--- src/rtl/cpu_pkg.sv ---
// Shared constants and types for the scalar in-order pipeline.
// ALU control is one-hot; each constant below is a bit index into alu_op.
package cpu_pkg;

  localparam int unsigned XLEN     = 32;
  localparam int unsigned ALU_OP_W = 14;

  localparam int unsigned ALU_ADD  = 0;
  localparam int unsigned ALU_IMM  = 1;
  localparam int unsigned ALU_OR   = 2;
  localparam int unsigned ALU_SUB  = 3;
  localparam int unsigned ALU_XOR  = 4;
  localparam int unsigned ALU_SRA  = 5;
  localparam int unsigned ALU_AND  = 6;
  localparam int unsigned ALU_SLL  = 7;
  localparam int unsigned ALU_SRL  = 8;
  localparam int unsigned ALU_SLTU = 9;
  localparam int unsigned ALU_NOR  = 10;
  localparam int unsigned ALU_SLT  = 11;

  typedef struct packed {
    logic [XLEN-1:0]     pc;
    logic [ALU_OP_W-1:0] alu_op;
    logic [XLEN-1:0]     src1;
    logic [XLEN-1:0]     src2;
    logic [4:0]          rd;
    logic                rf_we;
    logic                mem_re;
    logic                mem_we;
    logic [XLEN-1:0]     st_data;
  } id_ex_t;

endpackage

--- src/rtl/alu.sv ---
// Combinational one-hot ALU: every selected function is AND-OR merged into y.
// IMM passes src2 through (immediate load); reserved op bits have no effect.
module alu
  import cpu_pkg::*;
#(
  parameter int unsigned XLEN = 32,
  parameter int unsigned OPW  = 14
) (
  input  logic [OPW-1:0]  op,
  input  logic [XLEN-1:0] a,
  input  logic [XLEN-1:0] b,
  output logic [XLEN-1:0] y
);

  logic [4:0]      shamt;
  logic [XLEN-1:0] sra_res;
  logic [XLEN-1:0] slt_res;
  logic [XLEN-1:0] sltu_res;
  logic            unused_rsvd;

  assign unused_rsvd = ^op[OPW-1:12];

  always_comb begin
    shamt    = b[4:0];
    // Computed separately so the arithmetic shift keeps its signed context.
    sra_res  = $signed(a) >>> shamt;
    slt_res  = {{(XLEN-1){1'b0}}, ($signed(a) < $signed(b))};
    sltu_res = {{(XLEN-1){1'b0}}, (a < b)};

    y = '0;
    if (op[ALU_ADD])  y = y | (a + b);
    if (op[ALU_IMM])  y = y | b;
    if (op[ALU_OR])   y = y | (a | b);
    if (op[ALU_SUB])  y = y | (a - b);
    if (op[ALU_XOR])  y = y | (a ^ b);
    if (op[ALU_SRA])  y = y | sra_res;
    if (op[ALU_AND])  y = y | (a & b);
    if (op[ALU_SLL])  y = y | (a << shamt);
    if (op[ALU_SRL])  y = y | (a >> shamt);
    if (op[ALU_SLTU]) y = y | sltu_res;
    if (op[ALU_NOR])  y = y | ~(a | b);
    if (op[ALU_SLT])  y = y | slt_res;
  end

endmodule

--- src/rtl/exe_stage.sv ---
// Execute stage: one-entry ID/EX register with valid/ready handshake to MEM,
// ALU on registered operands, and a forwarding port back to decode.
module exe_stage
  import cpu_pkg::*;
#(
  parameter int unsigned XLEN = 32,
  parameter int unsigned OPW  = 14
) (
  input  logic            clk,
  input  logic            rst,
  input  logic            flush,
  input  logic            id_valid,
  output logic            id_ready,
  input  logic [XLEN-1:0] id_pc,
  input  logic [OPW-1:0]  id_alu_op,
  input  logic [XLEN-1:0] id_src1,
  input  logic [XLEN-1:0] id_src2,
  input  logic [4:0]      id_rd,
  input  logic            id_rf_we,
  input  logic            id_mem_re,
  input  logic            id_mem_we,
  input  logic [XLEN-1:0] id_st_data,
  output logic            ex_valid,
  input  logic            mem_ready,
  output logic [XLEN-1:0] ex_pc,
  output logic [XLEN-1:0] ex_result,
  output logic [XLEN-1:0] ex_st_data,
  output logic [4:0]      ex_rd,
  output logic            ex_rf_we,
  output logic            ex_mem_re,
  output logic            ex_mem_we,
  output logic            fwd_valid,
  output logic [4:0]      fwd_rd,
  output logic [XLEN-1:0] fwd_data
);

  logic   v_q, v_d;
  id_ex_t pl_q, pl_d;
  id_ex_t in_pl;
  logic   accept;

  always_comb begin
    in_pl         = '0;
    in_pl.pc      = id_pc;
    in_pl.alu_op  = id_alu_op;
    in_pl.src1    = id_src1;
    in_pl.src2    = id_src2;
    in_pl.rd      = id_rd;
    in_pl.rf_we   = id_rf_we;
    in_pl.mem_re  = id_mem_re;
    in_pl.mem_we  = id_mem_we;
    in_pl.st_data = id_st_data;
  end

  always_comb begin
    id_ready = !v_q || mem_ready;
    accept   = id_valid && id_ready && !flush;
    v_d      = v_q;
    pl_d     = pl_q;
    if (flush) begin
      v_d = 1'b0;
    end else if (accept) begin
      v_d  = 1'b1;
      pl_d = in_pl;
    end else if (mem_ready) begin
      v_d = 1'b0;
    end
  end

  always_ff @(posedge clk or posedge rst) begin
    if (rst) begin
      v_q  <= 1'b0;
      pl_q <= '0;
    end else begin
      v_q  <= v_d;
      pl_q <= pl_d;
    end
  end

  alu #(.XLEN(XLEN), .OPW(OPW)) u_alu (
    .op (pl_q.alu_op),
    .a  (pl_q.src1),
    .b  (pl_q.src2),
    .y  (ex_result)
  );

  // Load data is not available in EX, so loads never forward from here.
  always_comb begin
    ex_valid   = v_q;
    ex_pc      = pl_q.pc;
    ex_st_data = pl_q.st_data;
    ex_rd      = pl_q.rd;
    ex_rf_we   = pl_q.rf_we;
    ex_mem_re  = pl_q.mem_re;
    ex_mem_we  = pl_q.mem_we;
    fwd_valid  = v_q && pl_q.rf_we && (pl_q.rd != 5'd0) && !pl_q.mem_re;
    fwd_rd     = pl_q.rd;
    fwd_data   = ex_result;
  end

endmodule
--- config.mk ---
export PLATFORM = sky130hd
export DESIGN_NAME = exe_stage
export DESIGN_NICKNAME = d
export VERILOG_FILES = /design/src/rtl/cpu_pkg.sv /design/src/rtl/alu.sv /design/src/rtl/exe_stage.sv
export SDC_FILE = /design/constraint.sdc
export NUM_CORES = 1
export LEC_CHECK = 0
export ABC_CLOCK_PERIOD_IN_PS = 4550
export BUFFER_PORTS_ARGS = -buffer_cell sky130_fd_sc_hd__buf_2
export CAP_MARGIN = 5
export CORE_MARGIN = 2
export CORE_UTILIZATION = 50
export CTS_BUF_LIST = sky130_fd_sc_hd__clkbuf_16
export DETAILED_ROUTE_END_ITERATION = 16
export PLACE_DENSITY = 0.76
export SYNTH_ARGS = -nofsm -noshare
export SYNTH_HDL_FRONTEND = slang
export SYNTH_SLANG_ARGS = --single-unit
--- constraint.sdc ---
create_clock -name clk -period 4.55 [get_ports clk]
set_clock_uncertainty 0.15 [all_clocks]
set_input_delay 0.2275 -clock clk [delete_from_list [all_inputs] [get_ports clk]]
set_output_delay 0.2275 -clock clk [all_outputs]
set_load 0.03 [all_outputs]
# After elaboration in Yosys (flattened, before gate mapping)
# Index checks and enable logic that the tools add are counted.
# Widths: inputs -> output; s select.
# classes
order_cmp	2
n_shift	3
reduce_logical	12
n_addsub	2
mux	15
bitwise	16
# ops
op	count
$mux 32	12
$or 32x32->32	10
$lt 32x32->1	2
$or 32x1->32	2
$add 32x32->32	1
$and 32x32->32	1
$not 32->32	1
$shl 32x5->32	1
$shr 32x5->32	1
$sshr 32x5->32	1
$sub 32x32->32	1
$xor 32x32->32	1
$logic_and 1x1->1	5
$reduce_bool 5->1	1
$logic_not 1->1	3
$mux 1	3
$reduce_bool 3->1	1
$reduce_and 2->1	1
$logic_or 1x1->1	1
$not 1->1	1
# word_totals
regBits	149
word_cells	60
in_bits	155

# Logic depth before layout (Yosys ltp)
# depth
depth_word	24
mapped_depth	15

# Modules after synthesis
# From an unflattened synthesis, not the netlist that was laid out.
# hier_totals
cells_unflattened	1691
area_unflattened_um2	15512.4
# by_module_without_submodules
mod	area_per_inst_um2	cells_per_inst	n_inst
alu	9049.9	1258	1
exe_stage	6462.4	433	1

# Worst setup path after synthesis
# OpenSTA, ideal clock, no wires.
# synth_timing
path_kind	register to output
startpoint	register pl_q[43] (netlist bit)
endpoint	output fwd_data[21]
path_buffers	5
arrival_ns	4.076
stages_incl_launch_ff	15
setup_slack_ns	0.096
cell_sequence	dfrtp_1 -> inv_1 -> buf_1 -> buf_1 -> buf_1 -> ha_1 -> buf_2 -> inv_1 -> o221ai_1 -> a21oi_1 -> a2111oi_2 -> o31ai_1 -> a221oi_1 -> o21ai_0 -> buf_4
# synth_via
elab_chain_len	24
# synth_rtl
item	line	text
start, declared	exe_stage.sv:38	id_ex_t pl_q, pl_d;
start signal, assigned	exe_stage.sv:76	pl_q <= pl_d;
$add 32x32->32	alu.sv:31	if (op[ALU_ADD]) y = y | (a + b);
$mux 32	alu.sv:31	
$or 32x32->32	alu.sv:32	if (op[ALU_IMM]) y = y | b;
$mux 32	alu.sv:32	
$or 32x32->32	alu.sv:33	if (op[ALU_OR]) y = y | (a | b);
$mux 32	alu.sv:33	
$or 32x32->32	alu.sv:34	if (op[ALU_SUB]) y = y | (a - b);
$mux 32	alu.sv:34	
[8 not listed]	n/a	
$or 32x32->32	alu.sv:39	if (op[ALU_SRL]) y = y | (a >> shamt);
$mux 32 *	alu.sv:39	
$or 32x1->32	alu.sv:40	if (op[ALU_SLTU]) y = y | sltu_res;
$mux 32 *	alu.sv:40	
$or 32x32->32	alu.sv:41	if (op[ALU_NOR]) y = y | ~(a | b);
$mux 32 *	alu.sv:41	
$or 32x1->32	alu.sv:42	if (op[ALU_SLT]) y = y | slt_res;
$mux 32 *	alu.sv:42	
end, declared	exe_stage.sv:34	output logic [XLEN-1:0] fwd_data
# Mark *: on every way between the ends. The rest lies on a longest branch, timed or not.

# Worst setup path in the final report
# layout_timing
startpoint	register pl_q[88] (netlist bit)
endpoint	output fwd_data[27]
# The elaborated chain is that of the path after synthesis.

==> impl_metrics.csv <==
group,metric,value,unit
setup_path,crit_arrival,4080,ps
sta,fin_crit_sh,0.9795,
power,vdd_drop_max,0.3677,mV
worst_hold_path,hp-class,"in2async",
logic_synthesis,synthFlopType,"dfrtp_1",
die,die_w,179.5,µm
final_layout,multiInputGateArea,9976,µm²
drt,vias,16550,
sta,setup_violations,0,
sta,slew_headroom,0.2956,
power,power.density,465.9,nW/µm²
setup_path,crit_type,"reg2out",
clock_tree,root_buffer,"clkbuf_16",
die,die_h,179.5,µm
die,placementRows,64,
global_route,grt_pass1_wl,100.8,mm
setup_path,critPathMaxFanout,14,
logic_synthesis,ys_warn_count,0,
power,clkPwrFrac,0.177,
clock_tree,cts_tree,"done",
die,boundaryPins,299,
clock_tree,clock_path_buffers,2,
clock_tree,path_clk_slew,80,ps
sta,slew_violations,0,
logic_synthesis,synthArstFlopShare,1.000,
final_layout,drive_above_1_share,0.2551,
logic_synthesis,synth.avg_cell_area,8.353,µm²
clock_tree,clkSinkCount,149,
sta,fin_crit,4457,ps
setup_path,end_kind,"output pin",
power,p_sw,4.483,mW
setup_path,critPathRequiredTime,4170,ps
final_layout,synthToLayoutAreaGrowth,20.83,%
logic_synthesis,synth-seq-cells,149,
power,p_seq_frac,0.215,
logic_synthesis,synth_fp_nets,2097,
drt,dr.first_iter.drc_count,1880,
setup_path,r2r_start,"ex_valid",
drt,drtPass1Iterations,8,
setup_path,cp-start-kind,"flip-flop",
die,fp.coreArea,30430,µm²
die,die-area,32210,µm²
setup_path,crit_start,"pl_q[88]",
logic_synthesis,yosysSeqAreaShare,0.2422,
logic_synthesis,synthCells,1843,
drt,post_drt_wl_per_cell,26.69,µm
final_layout,fin_util,0.6113,
final_layout,instances_no_fill,2537,
job,drv_cap,0,
power,internal_power,4.183,mW
power,power_switching_share,0.5173,
setup_path,cp_slowest_cell,"dfrtp_1",
logic_synthesis,synth_edf_count,0,
final_layout,seq_area,3736,µm²
global_route,grt_antenna_before_repair,7,
power,combPwrFrac,0.608,
setup_path,cpPeakStageDelay,680,ps
final_layout,fillers,2604,
sta,rsz0062_at_grt,"yes",
logic_synthesis,yosysTopAreaCellShare,0.2422,
global_route,gr-usage-all-layers,0.4053,
logic_synthesis,ys_top_cells_by_area,"dfrtp_1 24%, ha_1 7.9%, mux2_2 7.4%",
global_route,grt_max_degree,132,
status,status,"finished, final reports clean",
drt,route.detailed.drc,0,
placed_design,port_buffers,296,
global_route,grt_pass1_vias,16290,
power,leakagePower,8.211,nW
sta,worstMarginPinSlew,1057,ps
drt,wl,67.72,mm
sta,finalSetupTns,0,ps
clock_tree,clkLatencyLatePin,460,ps
setup_path,worstPathCellList,"inv_1 -> ha_1 -> nor2_1 -> nand4_1 -> nor3_1 -> and3_1 -> or2_1 -> o21ai_1 -> or4_1 -> nand3_1 -> buf_2",
drt,vias_per_cell,6.524,
logic_synthesis,synth_cell_type_count,87,
global_route,grt_remaining_overflow,0,
logic_synthesis,syn_area,15390,µm²
power,p_total,8.666,mW
sta,fmax,0.2244,GHz
die,initial_utilization,0.5059,
drt,antenna_left,0,
logic_synthesis,yosysTopAreaCell,"dfrtp_1",
sta,hold_violations,0,
clock_tree,cts_buffers,17,
clock_tree,htreeDepth,4,
placed_design,dpl.hpwl,47.74,mm
placed_design,placedCellCount,2349,
placed_design,gp_congestion,1.030,
final_layout,nNetsFinal,2377,
## synth_stat cells (5+ instances only)
| cell | n |
|---|---|
| ha_1 | 97 |
| or3_1 | 9 |
| o221ai_1 | 14 |
| mux4_2 | 31 |
| nor4_1 | 11 |
| buf_1 | 15 |
| nand2_1 | 186 |
| o21bai_1 | 7 |
| a221o_1 | 7 |
| o211ai_1 | 19 |
| o21ai_1 | 10 |
| a21oi_1 | 117 |
| inv_1 | 99 |
| nand2b_1 | 13 |
| o211a_1 | 5 |
| a31oi_1 | 16 |
| buf_4 | 110 |
| a22oi_1 | 8 |
| buf_2 | 24 |
| and3_1 | 6 |
| mux2i_1 | 95 |
| a21o_1 | 15 |
| nor2b_1 | 12 |
| inv_2 | 5 |
| nor3_1 | 34 |
| clkbuf_1 | 80 |
| nor2_1 | 137 |
| xnor2_1 | 11 |
| and2_1 | 6 |
| a222oi_1 | 26 |
| nand3_1 | 28 |
| o21ai_0 | 143 |
| a211oi_1 | 22 |
| a221oi_1 | 17 |
| dfrtp_1 | 149 |
| o2111ai_1 | 7 |
| o22ai_1 | 12 |
| nand4_1 | 17 |
| a211o_1 | 8 |
| o21a_1 | 9 |
| o31ai_1 | 12 |
| o41ai_1 | 5 |
| mux2_2 | 101 |
## power by group through the flow
stage                     clock network [mW]  registers (mW)  logic (mW)
final                                   1.54            1.86        5.27
after global routing                    1.59            1.88        5.54
after CTS                               1.53            1.82        5.07
after detailed placement                   0            1.84        4.93
after global placement                     0            1.83        4.92
after floorplan                            0            1.72        3.72
## cell type report
cell class | count | share of cell area
Timing Repair Buffer | 494 | 0.1807
Tap cell | 396 | 0.02664
Inverter | 108 | 0.02206
Clock buffer | 17 | 0.02287
Clock inverter | 15 | 0.009888
Sequential cell | 149 | 0.2008
Antenna cell | 5 | 0.0006726
Multi-Input combinational cell | 1353 | 0.5363
## layout by cell type, fill, tap and decap left out, types with 12 or more instances in the layout
cell,Yosys,routed
clkbuf_16,0,17
nand3_1,28,28
a221oi_1,17,17
nand2_1,186,186
buf_4,110,45
o21ai_0,143,141
o211ai_1,19,19
nor3_1,34,34
o221ai_1,14,14
dfrtp_1,149,145
a222oi_1,26,26
nand4_1,17,17
a21oi_1,117,116
o22ai_1,12,12
dlygate4sd3_1,0,151
mux2i_1,95,95
buf_2,24,296
mux2_2,101,101
ha_1,97,95
nand2b_1,13,13
inv_1,99,99
a211oi_1,22,22
a31oi_1,16,16
a21o_1,15,15
nor2_1,137,137
mux4_2,31,31
nor2b_1,12,12
## final timing paths
kind,slack (ps),end,depth (start not counted)
max reg2reg,2150,pl_q[92],5
min reg2reg,360,ex_st_data[3],1
min,330,ex_pc[19],3
max,90,fwd_data[27],11
max in group asynchronous,2860,pl_q[40],4
min in group clk,360,pl_q[100],4
## cells by family after synthesis
logic type      count (synthesis)  share of synthesized area
fa+ha+maj                      99                    0.08144
simple gates                  482                     0.1407
xor+xnor                       12                   0.006827
flops                         149                     0.2422
mux                           231                     0.1859
compound gates                529                     0.2291
buf+inv                       341                     0.1139
## metal layers
layer,vias up,routed length (µm),track usage
met5,-,12,0
met4,2,3200,0.1844
met3,207,6813,0.08813
met2,1078,31490,0.6573
met1,8056,26210,0.5181
li1,7209,-,-
## critical path, delay by kind of cell (launching register included)
family                   cells  cell delay, ps
AO/OA/AOI/OAI                1             260
flip-flops                   1             680
buffers and inverters        2             330
AND/OR/NAND/NOR              7            1870
adder cells (fa/ha/maj)      1             490
## registers in the layout, indices dropped and copies added (netlist names)
signal      flops
pl_q           76
ex_st_data     32
ex_valid        1
ex_mem_we       1
ex_mem_re       1
ex_pc          32
ex_rf_we        1
ex_rd           5
## metrics by stage
step	worst slack, ps	hold slack (ps)	instance area (µm²)
floorplan	96.05	143.9	15390
global placement	625.9	241.2	16410
detailed placement	593.8	247.8	16410
CTS	79.43	297.5	18530
global route	-50.13	377.0	18600
finish	93.11	332.2	18600
## what timing repair did
action                                  CTS  global route
gates resized for setup                   0            13
endpoints found under the setup margin    0            24
hold endpoints to repair                226             0
hold buffers                            151             0
buffers inserted                          0             0
Power figures use the tool's default switching activity.
